## src/rtl/cpfifo_pkg.sv

```systemverilog
// Shared sizing helpers and types for cond_port_fifo.
// Optional level/almost-full ports are enabled with CPFIFO_LEVEL_PORTS_EN.
package cpfifo_pkg;

    function automatic int calc_ptr_w(input int depth);
        return $clog2(depth);
    endfunction

    function automatic int calc_cnt_w(input int depth);
        return $clog2(depth + 1);
    endfunction

    typedef struct packed {
        logic overflow;
        logic underflow;
    } err_flags_t;

endpackage

```

## src/rtl/cond_port_fifo_ram.sv

```systemverilog
// DEPTH x WIDTH register array: synchronous write, asynchronous read.
// Used by cond_port_fifo, whose CPFIFO_LEVEL_PORTS_EN option does not affect it.
module cond_port_fifo_ram
    import cpfifo_pkg::*;
#(
    parameter int WIDTH = 8,
    parameter int DEPTH = 8
) (
    input  logic                          i_clk,
    input  logic                          i_we,
    input  logic [calc_ptr_w(DEPTH)-1:0]  i_waddr,
    input  logic [WIDTH-1:0]              i_wdata,
    input  logic [calc_ptr_w(DEPTH)-1:0]  i_raddr,
    output logic [WIDTH-1:0]              o_rdata
);

    logic [WIDTH-1:0] mem_q [DEPTH];

    // Storage is deliberately not reset.
    always_ff @(posedge i_clk) begin
        if (i_we) begin
            mem_q[i_waddr] <= i_wdata;
        end
    end

    assign o_rdata = mem_q[i_raddr];

endmodule

```

## src/rtl/cond_port_fifo.sv

```systemverilog
// Show-ahead synchronous FIFO with registered status and error pulses.
// Define CPFIFO_LEVEL_PORTS_EN to add ALMOST_FULL_TH, o_level and o_almost_full.
module cond_port_fifo
    import cpfifo_pkg::*;
#(
    parameter int WIDTH = 8,
    parameter int DEPTH = 8
`ifdef CPFIFO_LEVEL_PORTS_EN
    ,
    parameter int ALMOST_FULL_TH = DEPTH - 2
`endif
) (
    input  logic                         i_clk,
    input  logic                         i_rst,
    input  logic                         i_push,
    input  logic [WIDTH-1:0]             i_data,
    output logic                         o_full,
    input  logic                         i_pop,
    output logic [WIDTH-1:0]             o_data,
    output logic                         o_empty,
    output logic                         o_overflow,
    output logic                         o_underflow
`ifdef CPFIFO_LEVEL_PORTS_EN
    ,
    output logic [calc_cnt_w(DEPTH)-1:0] o_level,
    output logic                         o_almost_full
`endif
);

    localparam int PTR_W = calc_ptr_w(DEPTH);
    localparam int CNT_W = calc_cnt_w(DEPTH);
    localparam logic [CNT_W-1:0] DEPTH_C = CNT_W'(DEPTH);

    logic [PTR_W-1:0] rptr_q, rptr_d;
    logic [PTR_W-1:0] wptr_q, wptr_d;
    logic [CNT_W-1:0] count_q, count_d;
    logic             empty_q, empty_d;
    logic             full_q, full_d;
    err_flags_t       err_q, err_d;
    logic             pop_ok;
    logic             push_ok;

    // Pointer, occupancy and flag next-state.
    always_comb begin
        pop_ok  = i_pop & ~empty_q;
        // A full FIFO still accepts a push when a pop frees a slot in the same cycle.
        push_ok = i_push & (~full_q | pop_ok);

        rptr_d = pop_ok  ? (rptr_q + PTR_W'(1'b1)) : rptr_q;
        wptr_d = push_ok ? (wptr_q + PTR_W'(1'b1)) : wptr_q;

        case ({push_ok, pop_ok})
            2'b10:   count_d = count_q + CNT_W'(1'b1);
            2'b01:   count_d = count_q - CNT_W'(1'b1);
            default: count_d = count_q;
        endcase

        empty_d         = (count_d == {CNT_W{1'b0}});
        full_d          = (count_d == DEPTH_C);
        err_d.overflow  = i_push & ~push_ok;
        err_d.underflow = i_pop & ~pop_ok;
    end

    // State register.
    always_ff @(posedge i_clk or posedge i_rst) begin
        if (i_rst) begin
            rptr_q  <= {PTR_W{1'b0}};
            wptr_q  <= {PTR_W{1'b0}};
            count_q <= {CNT_W{1'b0}};
            empty_q <= 1'b1;
            full_q  <= 1'b0;
            err_q   <= 2'b00;
        end else begin
            rptr_q  <= rptr_d;
            wptr_q  <= wptr_d;
            count_q <= count_d;
            empty_q <= empty_d;
            full_q  <= full_d;
            err_q   <= err_d;
        end
    end

    cond_port_fifo_ram #(
        .WIDTH (WIDTH),
        .DEPTH (DEPTH)
    ) u_ram (
        .i_clk   (i_clk),
        .i_we    (push_ok),
        .i_waddr (wptr_q),
        .i_wdata (i_data),
        .i_raddr (rptr_q),
        .o_rdata (o_data)
    );

    assign o_full      = full_q;
    assign o_empty     = empty_q;
    assign o_overflow  = err_q.overflow;
    assign o_underflow = err_q.underflow;

`ifdef CPFIFO_LEVEL_PORTS_EN
    logic almost_full_q, almost_full_d;

    always_comb begin
        almost_full_d = (count_d >= CNT_W'(ALMOST_FULL_TH));
    end

    // Almost-full flag register.
    always_ff @(posedge i_clk or posedge i_rst) begin
        if (i_rst) begin
            almost_full_q <= 1'b0;
        end else begin
            almost_full_q <= almost_full_d;
        end
    end

    assign o_level       = count_q;
    assign o_almost_full = almost_full_q;
`endif

endmodule

```

## config.mk

```make
export PLATFORM = sky130hd
export DESIGN_NAME = cond_port_fifo
export DESIGN_NICKNAME = d
export VERILOG_FILES = /design/src/rtl/cpfifo_pkg.sv /design/src/rtl/cond_port_fifo_ram.sv /design/src/rtl/cond_port_fifo.sv
export SDC_FILE = /design/constraint.sdc
export NUM_CORES = 1
export LEC_CHECK = 0
export BUFFER_PORTS_ARGS = -buffer_cell sky130_fd_sc_hd__buf_2
export CAP_MARGIN = 20
export CORE_MARGIN = 4
export CORE_UTILIZATION = 29
export DETAILED_ROUTE_END_ITERATION = 16
export SLEW_MARGIN = 40
export SYNTH_ARGS = -nofsm -noshare
export SYNTH_HDL_FRONTEND = slang
export SYNTH_HIERARCHICAL = 1
export SYNTH_SLANG_ARGS = --single-unit
```

## constraint.sdc

```tcl
create_clock -name i_clk -period 3.4 [get_ports i_clk]
set_clock_uncertainty 0.2 [all_clocks]
set_input_delay 0.34 -clock i_clk [delete_from_list [all_inputs] [get_ports i_clk]]
set_output_delay 0.34 -clock i_clk [all_outputs]
set_load 0.05 [all_outputs]
```

==> run metrics, run 1 <==
top_reg_cell synth edfxtp_1; clk buf depth 2; Util after Layout 34.54%; Final HPWL DP 3624 µm; gr usage total 9.382%; HP Start i_data[3]; core area 0.01089 mm²; Comb power frac 36.5%; Slew headroom 45.34%; input/output buffers 23; Starting Density 29.77%; CTS tree yes; register area 0.002273 mm²; first-pass GRT wire length 8942 µm; clock latency at the later pin of the worst-skew pair 0.35 ns; crit start category input pin; slowest stage delay, CP 0.53 ns; max-slew violations 0; Vias/cell 4.476; Post-Syn Area 0.003242 mm²; sequential fraction of design power 42.2%; clk sinks 78; clock power share 21.3%; vias in the first global route 1641; RSZ-0062 raised after global routing no; area of the multi-input gates 907.1 µm²; maximum fanout along the worst path 5; Post-Syn Nets 186; Netlist cell types 36; Power Internal 2077 µW; area delta synth->final 16.02%; Reg clk slew, reported paths 0.09 ns; Cell Chain, Critical Path dlygate4sd3_1 > buf_2 > nand2b_1 > nand2_1 > nand2_1 > ha_1 > xor2_1 > ha_1 > nor3b_1 > nor2_1 > a211o_1 > a211oi_2; post-route ant nets 0; clk root buf clkbuf_8; ANT cells 0; largest net degree at the start of global routing 18; via count 1571; row count 38; switching pwr 1240 µW; TritonCTS Buffers 9; number of enable flip-flop cells after synthesis 64; Tot Pwr 3318 µW; drc violations 0; RePlAce Congestion 0.7496; crit share post-route 81.61%; f_max 0.3604 GHz; hold_buf cts 2; reg2reg end o_empty$_DFF_PP1_; initial antenna violation count 0; maximum VDD drop 0.3311 mV; top cells by count, synth 64 x edfxtp_1, 15 x mux4_1, 13 x dfrtp_1; Synth area leaders edfxtp_1 59%, mux4_1 12%, dfrtp_1 10%; Hold Violations, Final 0; sequential area share after synthesis 70.13%; Syn. warnings 6; fraction of layout cells with a size suffix above 1 29.38%; Total Nets Final 223; largest area contributor in the netlist edfxtp_1; cell area after layout 0.003761 mm²; DP Area 0.003536 mm²; Hold EP u_ram/mem_q[7][3]$_DFFE_PP_; CP delay by family, top simple AND/OR/NAND/NOR gates; top-count cell post-synth edfxtp_1; Die Y 113.7 µm; hold depth 1; Setup Crit Path Kind input pin to flop; post-CTS setup buffer count 0; gr ovfl total 0; max_cap viols 0; slowest CP cell dlygate4sd3_1; Syn Inst Count 169; PwrDens 882.1 mW/mm²; final worst path period need 2.775 ns; Leak 0.001370 µW; R2R depth 10; post-CTS resize count 0; drt wl/cell 16.10 µm; Worst Setup SP i_pop; outcome completed; Ports 24; DIE WIDTH 113.7 µm; #FFs+latches synth 78; Worst Path Required 3.47 ns; Worst Path Buf+Inv 2; Worst Tran Pin Value 0.8169 ns; Routed WL 5651 µm; Setup crit end kind flop; drt initial violations 94; Worst R2R Setup Slack 0.69 ns; # setup viols final 0; H-tree depth 3; top cell type's share of synthesized area 59.28%; DR pass1 iterations 4; FF-to-FF Start o_empty$_DFF_PP1_; syn avg cell area 19.18 µm²; number of fill cells in the layout 1013; Hold Crit Class input pin to flop; post-route setup TNS 0 ns; critical path arrival 2.85 ns; Post-synth ARST share 17.95%; total die area 0.01293 mm²; sw frac 37.39%
-- metal layers --
metal	part of all wire, %	global-route usage, %
met4	2.2	5.048
met5	0	0
met3	4.1	2.865
met2	46	13.98
met1	48	12.28
-- cells in the final DEF, fill, tap and decap left out, types with 2 or more instances in the layout --
cell type | Yosys | final
ha_1 | 5 | 5
nor3b_1 | 2 | 2
xnor2_1 | 6 | 6
nand2b_1 | 5 | 5
nand2_1 | 10 | 10
dfrtp_1 | 13 | 13
nor2_1 | 7 | 6
mux2_2 | 8 | 8
dlygate4sd3_1 | 0 | 2
inv_6 | 0 | 3
buf_4 | 0 | 7
clkbuf_8 | 0 | 9
clkinv_4 | 0 | 2
xor2_1 | 2 | 2
mux4_1 | 15 | 15
edfxtp_1 | 64 | 64
nor3_1 | 3 | 3
buf_2 | 2 | 23
inv_1 | 2 | 2
mux2_1 | 2 | 2
inv_2 | 2 | 2
a211o_1 | 2 | 2
-- worst register-to-register path, cell delays in order (launching register included) --
cell	delay [ns]
dfstp_2	0.54
nand2b_1	0.21
nand2_1	0.08
nand2_1	0.12
ha_1	0.25
xor2_1	0.17
ha_1	0.26
nor3b_1	0.26
nor2_1	0.08
a211o_1	0.30
a211oi_2	0.18
-- per-stage QoR --
stage / worst slack [ns] / hold WS [ns] / instances
after floorplan: 0.6491 / 0.02850 / 169
after global placement: 0.7713 / 0.2232 / 333
after detailed placement: 0.7042 / 0.2335 / 333
after CTS: 0.6221 / 0.03963 / 351
after global routing: 0.3844 / 0.04958 / 351
final: 0.6254 / 0.04755 / 351
-- layout make-up --
cell class | count | share of cell area (%)
sequential | 78 | 60.45
multi-input combinational | 81 | 24.12
timing repair buffer | 32 | 4.990
tap | 140 | 4.657
clock buffer | 9 | 3.293
clock inverter | 7 | 2.096
inverter | 4 | 0.3992
-- kinds of logic (layout without fill, tap and decap cells) --
logic type      after synthesis  after routing  share of synthesized area, %
buf+inv                      10             52                         1.968
simple gates                 35             35                         5.713
flops                        78             78                         70.13
xor+xnor                      8              8                         2.161
fa+ha+maj                     5              5                         1.930
mux                          26             26                         16.33
compound gates                7              7                         1.775
-- power groups by stage --
stage               sequential, µW  clock, µW  combinational, µW
global placement              1420          0               1220
finish                        1400        707               1210
floorplan                     1380          0               1000
detailed placement            1420          0               1230
CTS                           1400        723               1230
global route                  1430        767               1320
-- state kept, by name, indices dropped and copies added (netlist names) --
signal,flops
count_q,4
u_ram/mem_q,64
o_overflow,1
rptr_q,3
o_full,1
o_underflow,1
wptr_q,3
o_empty,1
-- how the worst max path moves through the flow --
stage / slack [ns] / cells after the start / end
after detailed placement: 0.70 / 10 / o_empty$_DFF_PP1_
after CTS: 0.62 / 12 / o_empty$_DFF_PP1_
final: 0.63 / 12 / o_empty$_DFF_PP1_
after global routing: 0.38 / 12 / o_empty$_DFF_PP1_
after floorplan: 0.65 / 10 / o_empty$_DFF_PP1_
after global placement: 0.77 / 10 / o_empty$_DFF_PP1_
Power figures use the tool's default switching activity.
==> inputs of run 2 (changes only) <==
clock period = 2.65 ns   (was 3.4 ns; I/O delays follow)
==> run 2 against run 1 <==
  * Global-route usage is 0.089 points higher
  * Combinational power is 42% higher
  * Critical path type unchanged
  * Worst hold slack better by 0.25 ns
  * Count of clock-buffer cells in the layout stayed put
  * Register-to-register slack worse by 0.53 ns
  * Clock power is 26% higher
  * Largest cell class unchanged
  * Critical endpoint unchanged
  * Sequential power is 24% higher
  * Power is 31% higher
  * Final cell count is 4.8% higher
==> run metrics, run 2 (synthesis results as in run 1) <==
first-pass GRT wire length 9204 µm (+2.9%); Reg clk slew, reported paths 0.08 ns (about the same); total die area 0.01293 mm² (unchanged); via count 1640 (+4.4%); Worst Setup SP i_pop; DR pass1 iterations 4 (unchanged); Layout Cells excl Fill 368 (+4.8%); Util after Layout 36.22% (+1.7 points); drc violations 0 (unchanged); Starting Density 29.77% (unchanged); gr usage total 9.471% (+0.089 points); CTS tree yes; PwrDens 1101 mW/mm² (+25%); CP delay by family, top buffers and inverters; Worst setup endpoint o_empty$_DFF_PP1_; R2R depth 10 (unchanged); number of fill cells in the layout 1005 (-0.79%); initial antenna violation count 0 (unchanged); instance count on the critical path 12 (unchanged); slowest stage delay, CP 0.52 ns (about the same); outcome completed; clock power share 20.5% (-0.8 points); register area 0.002273 mm² (unchanged); max_cap viols 0 (unchanged); gr ovfl total 0 (unchanged); max-slew violations 0 (unchanged); Routed WL 5509 µm (-2.5%); placed cells 340 (+2.1%); clk buf depth 2 (unchanged); fraction of layout cells with a size suffix above 1 32.46% (+3.1 points); Worst Tran Pin Value 0.5437 ns (-0.2732 ns); Worst R2R Setup Slack 0.16 ns (-0.53 ns); area delta synth->final 21.65%; Comb power frac 39.5% (+3.0 points); reg2reg end o_empty$_DFF_PP1_; Leak 0.001445 µW (+5.5%); hold depth 1 (unchanged); input/output buffers 23 (unchanged); post-route ant nets 0 (unchanged); DIE WIDTH 113.7 µm (unchanged); ANT cells 0 (unchanged); Hold Violations, Final 0 (unchanged); crit share post-route 95.30%; largest net degree at the start of global routing 16 (-2); final worst path period need 2.525 ns; sw frac 36.86% (-0.54 points); crit start category input pin; Cell Chain, Critical Path dlygate4sd3_1 > buf_2 > nand2b_4 > nand2_1 > nand2_2 > ha_4 > xor2_1 > ha_1 > nor3b_2 > nor2_1 > a211o_1 > a211oi_2; most frequent cells in the layout 64 x edfxtp_1, 23 x buf_2, 15 x buf_4, 15 x mux4_1, 13 x dfrtp_1; Vias/cell 4.457 (-0.43%); drt initial violations 100 (+6.4%); vias in the first global route 1666 (+1.5%); maximum fanout along the worst path 5 (unchanged); TritonCTS Buffers 9 (unchanged); biggest regs u_ram/mem_q x64, count_q x4; RePlAce Congestion 0.7587 (+1.2%); Worst Path Buf+Inv 2 (unchanged); area of the multi-input gates 938.4 µm² (+3.4%); critical path arrival 2.59 ns (-0.26 ns); Power Internal 2742 µW (+32%); # setup viols final 0 (unchanged); clock latency at the later pin of the worst-skew pair 0.34 ns (about the same); f_max 0.3960 GHz; switching pwr 1600 µW (+29%); clk root buf clkbuf_8; Setup crit end kind flop; core area 0.01089 mm² (unchanged); FF-to-FF Start o_empty$_DFF_PP1_; slowest CP cell dlygate4sd3_1; drt wl/cell 14.97 µm (-7.0%); Worst Path Required 2.71 ns (-0.76 ns); Final HPWL DP 3692 µm (+1.9%); max FFs per register 64 (unchanged); largest reg by FF count u_ram/mem_q; row count 38 (unchanged); Total Nets Final 240 (+7.6%); maximum VDD drop 0.4229 mV (+28%); Die Y 113.7 µm (unchanged); Slew headroom 63.71% (+18 points); sequential fraction of design power 40.0% (-2.2 points); Ports 24 (unchanged); Setup Crit Path Kind input pin to flop; commonest non-fill, non-tap cell in the layout edfxtp_1; Hold Crit Class flop to flop; H-tree depth 3 (unchanged); clk sinks 78 (unchanged)
## run 2: cell count changes in the layout (fill, tap and decap cells not counted), sizes merged
cell / change
dlygate4sd3: +9
buf: +8
clkinv: -1
clkinvlp: +2
inv: -1
## run 2: layer usage
metal / share of wire, % / vias up / wire, µm / track usage, %
met1: 48 / 822 / 2619 / 12.52
met3: 3.6 / 8 / 200 / 2.599
met5: 0 / - / 0 / 0
met2: 47 / 26 / 2576 / 14.45
li1: - / 784 / - / -
met4: 2.0 / 0 / 112 / 4.567
## run 2: layout make-up
type | count | share of cell area, %
clock inverter | 7 | 2.030
tap | 140 | 4.442
timing repair buffer | 49 | 8.566
clock buffer | 9 | 3.141
inverter | 4 | 0.3807
sequential | 78 | 57.65
multi-input combinational | 81 | 23.79
## run 2: power by group through the flow
| stage | combinational [µW] | sequential [µW] | clock (µW) |
|---|---|---|---|
| finish | 1720 | 1740 | 889 |
| detailed placement | 1700 | 1770 | 0 |
| CTS | 1720 | 1740 | 932 |
| floorplan | 1300 | 1770 | 0 |
| global route | 1860 | 1770 | 978 |
| global placement | 1700 | 1760 | 0 |
## run 2: stage by stage
stage	total power, µW	setup WS (ns)	hold WS, ns	cell area [µm²]	TNS [ns]
2_1_floorplan	3073	0.008533	-0.04650	3257	0
3_3_place_gp	3460	0.1854	0.1385	3603	0
3_5_place_dp	3467	0.1453	0.1500	3603	0
4_1_cts	4391	0.1163	0.2999	3918	0
5_1_grt	4610	-0.005507	0.3205	3944	-0.005507
6_report	4343	0.1246	0.3017	3944	0
## run 2: timing repair
action / CTS / global route
gates resized for setup: 0 / 3
hold buffers: 11 / 0
hold endpoints to repair: 79 / 0
buffers inserted: 0 / 1
endpoints found under the setup margin: 0 / 2
## run 2: how the worst min path moves through the flow
stage / startpoint / end / slack (ns)
finish: wptr_q[2]$_DFFE_PP0P_ / wptr_q[2]$_DFFE_PP0P_ / 0.30
global route: wptr_q[2]$_DFFE_PP0P_ / wptr_q[2]$_DFFE_PP0P_ / 0.32
CTS: wptr_q[2]$_DFFE_PP0P_ / wptr_q[2]$_DFFE_PP0P_ / 0.30
detailed placement: i_rst / count_q[3]$_DFF_PP0_ / 0.15
global placement: i_rst / count_q[3]$_DFF_PP0_ / 0.14
floorplan: i_rst / count_q[0]$_DFF_PP0_ / -0.05
